<file path="src/rtl/mux_rr_4x1.sv">
// 4-to-1 collecting multiplexer with a per-channel valid/ready handshake and one registered output stage.
// Round-robin arbitration by default; define MUX_RR_FIXED_PRIORITY_EN for fixed priority (channel 0 highest).
module mux_rr_4x1 #(
  parameter int W = 1
) (
  input  logic           CLK,
  input  logic           RST,
  input  logic [4*W-1:0] D,
  input  logic [3:0]     V,
  output logic [3:0]     R,
  output logic [W-1:0]   Y,
  output logic [1:0]     S,
  output logic           YV,
  input  logic           YR
);

  typedef enum logic {
    EMPTY = 1'b0,
    FULL  = 1'b1
  } state_t;

  state_t       state_r;
  state_t       state_s;
  logic         load_s;
  logic         found_s;
  logic [1:0]   grant_s;
  logic [1:0]   start_s;
  logic [W-1:0] data_s;

`ifndef MUX_RR_FIXED_PRIORITY_EN
  logic [1:0]   last_r;
`endif

  // First requesting channel scanning start, start+1, ... (mod 4); result is {found, index}.
  function automatic logic [2:0] pick(input logic [3:0] req, input logic [1:0] start);
    logic [2:0] res;
    logic [1:0] cand;
    res = 3'b000;
    for (int i = 0; i < 4; i++) begin
      cand = start + 2'(i);
      if (!res[2] && req[cand]) begin
        res = {1'b1, cand};
      end else begin
        res = res;
      end
    end
    return res;
  endfunction

  // Search origin: just past the last grant, or always channel 0 in the fixed-priority build.
  always_comb begin
`ifdef MUX_RR_FIXED_PRIORITY_EN
    start_s = 2'b00;
`else
    start_s = last_r + 2'b01;
`endif
  end

  // Grant selection, handshake ready and next-state decode.
  always_comb begin
    {found_s, grant_s} = pick(V, start_s);
    load_s = (state_r == EMPTY) || YR;
    if (!RST && load_s && found_s) begin
      R = 4'b0001 << grant_s;
    end else begin
      R = 4'b0000;
    end
    if (load_s) begin
      state_s = found_s ? FULL : EMPTY;
    end else begin
      state_s = state_r;
    end
  end

  // Data path mux for the granted channel.
  always_comb begin
    data_s = '0;
    for (int n = 0; n < 4; n++) begin
      if (grant_s == 2'(n)) begin
        data_s = D[n*W +: W];
      end else begin
        data_s = data_s;
      end
    end
  end

  // Output stage and arbitration pointer; Y/S only move on a grant, so they hold through a drain.
  always_ff @(posedge CLK) begin
    if (RST) begin
      state_r <= EMPTY;
      Y       <= '0;
      S       <= 2'b00;
`ifndef MUX_RR_FIXED_PRIORITY_EN
      last_r  <= 2'b11;
`endif
    end else begin
      state_r <= state_s;
      if (load_s && found_s) begin
        Y      <= data_s;
        S      <= grant_s;
`ifndef MUX_RR_FIXED_PRIORITY_EN
        last_r <= grant_s;
`endif
      end
    end
  end

  assign YV = (state_r == FULL);

endmodule

</file>
<file path="config.mk">
export PLATFORM = sky130hd
export DESIGN_NAME = mux_rr_4x1
export DESIGN_NICKNAME = d
export VERILOG_FILES = /design/src/rtl/mux_rr_4x1.sv
export SDC_FILE = /design/constraint.sdc
export NUM_CORES = 1
export LEC_CHECK = 0
export BUFFER_PORTS_ARGS = -buffer_cell sky130_fd_sc_hd__clkbuf_2
export CORE_AREA = 2 2 39 41
export DETAILED_ROUTE_END_ITERATION = 6
export DIE_AREA = 0 0 41 43
export GPL_ROUTABILITY_DRIVEN = 0
export PLACE_DENSITY = 0.58
export SETUP_SLACK_MARGIN = 0.2
export SLEW_MARGIN = 15
export SYNTH_ARGS = -nofsm -noshare
export SYNTH_HDL_FRONTEND = slang
export SYNTH_SLANG_ARGS = --single-unit
</file>
<file path="constraint.sdc">
create_clock -name CLK -period 2.8 [get_ports CLK]
set_input_delay 0 -clock CLK [delete_from_list [all_inputs] [get_ports CLK]]
set_output_delay 0 -clock CLK [all_outputs]
set_load 0.03 [all_outputs]
</file>
==> summary.md <==
| Metric | Value |
|---|---|
| RSZ-0062 raised after global routing | no |
| Worst-margin pin slew | 350 ps |
| Ratio of cells with drive above 1 in the final layout | 43.3% |
| FF-to-FF setup slack | 1370 ps |
| Sequential Power Share | 36.7% |
| Num CTS Buffers | 3 |
| Crit path from | last_r[1] |
| Leak | 0.248 nW |
| Max_cap viols | 0 |
| Drt total wl | 885 µm |
| All-Layer GR Usage | 12.2% |
| Rel. slew slack | 76.6% |
| VDD IR max | 0.000166 V |
| Clock skew | 0.280 ps |
| Wire per inst | 10.7 µm |
| Iteration count of the initial detailed-routing pass | 4 |
| Layout net count | 80 |
| IO Port Bufs | 18 |
| Largest cells by area after synthesis | dfxtp_1 30%, mux2i_1 7.5%, o32ai_2 4.0% |
| Sequential share of the synthesized area | 29.8% |
| Critical R2R Launch | last_r[1] |
| Root buf cell | clkbuf_4 |
| Vias in the first global route | 332 |
| Ys Warns | 0 |
| Rows | 14 |
| Gr ovfl total | 0 |
| P_sw | 0.0990 mW |
| Fillcell total | 157 |
| Worst Hold Margin | 39.1 ps |
| Most used routing layer | met1 |
| Synth area leader | dfxtp_1 |
| FF-to-FF End | Y |
| Antenna cell count | 0 |
| Die footprint | 1760 µm² |
| Die height | 43 µm |
| Sw Ratio | 35.3% |
| Clock Latency Late Sink | 250 ps |
| Multi-input gate area | 270 µm² |
| Crit start category | flop |
| Average vias per placed instance | 4.83 |
| Max Fclk | 585 MHz |
| TritonCTS clock tree | built |
| Largest family of logic cells by synthesized area | simple AND/OR/NAND/NOR gates |
| Status | complete, no violations |
| Internal power of the cells | 0.181 mW |
| Final setup viols | 0 |
| CP peak stage delay | 440 ps |
| Mux cell area share after synthesis | 7.45% |
| Post-synthesis compound-gate area fraction | 20.8% |
| Worst path arrival time | 1710 ps |
| Routing usage on met3 | 3.14% |
| Slew Limit Fails | 0 |
| Combinational share of power | 34.2% |
| Hold Fails Final Rpt | 0 |
| Hpwl dp | 697 µm |
| Crit-path max FO | 7 |
| Number of remaining DRC errors | 0 |
| Clock network fraction of total power | 29.0% |
| Global-route wire length before repair | 1.39 mm |
| Post-DP Area | 508 µm² |
| Critical path required time | 2800 ps |
| Design Area, Final | 531 µm² |
| Mapped Cells | 47 |
| Fin crit share | 61.0% |
| Initial Util | 29.1% |
| Top cell type's share of synthesized area | 29.8% |
| Crit path capture | R[3] |
| Count of cell types in the netlist | 30 |
| TritonCTS Sinks | 6 |
| Vias | 401 |
| Post-DRT Antenna Nets | 0 |
| Synth Area in Adders | 0% |
| Initial antenna violation count | 0 |
| Synth Area in XOR/XNOR | 0% |
| Reg2reg path depth | 5 |
| Die width | 41 µm |
| Simple-Gate Fraction of Synth Area | 38.8% |
| Grt met2 use | 15.6% |
| Hold Path Class | input port to flop |
| Clock Path Buffers | 2 |
| CP Capture Type | output port |
| Min Tclk post-route | 1710 ps |
| Number of flops mapped to enable cells by yosys | 0 |
| CORE AREA | 1380 µm² |
| Hold_buf cts | 0 |
| Post-CTS sizing | 0 |
| Postcts setup bufs | 0 |
| DR iter-0 viols | 7 |
| Mean Syn Cell Area | 8.57 µm² |
| Largest net degree at the start of global routing | 10 |
| Post-route setup TNS | 0 ps |
| Synth Cell Area | 403 µm² |
| Mapped Nets | 58 |
| Htree depth | 1 |
| Main flop type after synthesis | dfxtp_1 |
| Register area | 120 µm² |
| IO Pins | 19 |
| Asr flop ratio synth | 0% |
| CP cell instances | and2_1, o32ai_2, or2_1, nor4_1, clkbuf_2 |
| Worst hold stages | 2 |
| Slowest CP cell | dfxtp_1 |
| Post-synthesis register bit count | 6 |
| Synth-to-layout area growth | 31.7% |
| Worst-path clk slew | 50 ps |
| Met1 Use GR | 16.1% |
| Crit Path Category | flop to output port |
| Power per cell area | 528 nW/µm² |
==> state kept, by name, summed over array words and instances, names as in the netlist <==
register  cells
YV            1
last_r        2
S             2
Y             1
==> per-stage QoR <==
stage                     power (mW)  utilization (%)  cells  setup WS, ps
after floorplan                0.173                -     47           959
after global placement         0.200             36.7     80          1380
after detailed placement       0.201             36.7     80          1360
after CTS                      0.284             38.3     83          1080
after global routing           0.301             38.3     83           930
final                          0.280             38.3     83          1090
==> kinds of logic after synthesis <==
family	after synthesis
buffers and inverters	3
AOI/OAI and AO/OA	11
and+or+nand+nor	24
muxes	3
DFF	6
==> area by class of cell <==
class / instances / share of cell area (%)
clock buffer: 3 / 4.25
multi-input combinational: 38 / 50.9
inverter: 2 / 1.42
sequential: 6 / 22.6
timing repair buffer: 18 / 17.0
tap: 16 / 3.77
==> critical path, delay by kind of cell, from the launching register on <==
| family | cells | cell delay, ps |
|---|---|---|
| buffers and inverters | 1 | 250 |
| AND/OR/NAND/NOR | 3 | 660 |
| AO/OA/AOI/OAI | 1 | 100 |
| flip-flops | 1 | 440 |
==> routing by layer <==
layer | wire (µm) | part of all wire (%)
met1 | 395 | 45
met2 | 409 | 46
met3 | 57 | 6.4
met4 | 23 | 2.6
met5 | 0 | 0
==> cells in the final DEF (no fill, tap or decap) <==
master	count
inv_1	1
nand2b_4	1
a211o_1	1
nor4_2	1
dfxtp_1	6
and3_1	1
nand2_1	2
a21oi_2	1
mux2i_1	3
nor2_1	4
o21ai_0	1
and2_1	2
nor2b_1	2
o211ai_1	1
nand3b_1	1
nand2b_1	2
a21oi_1	2
o21bai_1	1
or2_1	1
o22ai_1	1
inv_2	1
clkbuf_2	18
nor3_1	2
o221ai_1	1
nor4_1	2
clkbuf_4	3
nor2_4	1
o32ai_2	1
o21ai_1	1
or2b_2	1
and3_2	1
==> worst min path at each step <==
stage	slack [ps]	start	end
2_1_floorplan	160	V[3]	YV
3_3_place_gp	310	RST	S[1]
3_5_place_dp	290	RST	YV
4_1_cts	30	RST	YV
5_1_grt	60	RST	S[1]
6_report	40	RST	YV
==> power by group through the flow <==
stage               clock (mW)  sequential (mW)  combinational (mW)
finish                  0.0814            0.103              0.0959
global route            0.0918            0.104               0.105
CTS                     0.0852            0.103              0.0966
detailed placement           0            0.104              0.0962
global placement             0            0.104              0.0965
floorplan                    0            0.115              0.0586
==> cells in the mapped netlist, types with 2 or more instances <==
| cell | n |
|---|---|
| dfxtp_1 | 6 |
| nor2_1 | 4 |
| mux2i_1 | 3 |
| a21oi_1 | 2 |
| and2_1 | 2 |
| nand2_1 | 2 |
| nand2b_1 | 2 |
| nor2b_1 | 2 |
| nor3_1 | 2 |
| nor4_1 | 2 |
Note: power is estimated with default switching activity, not from simulation.
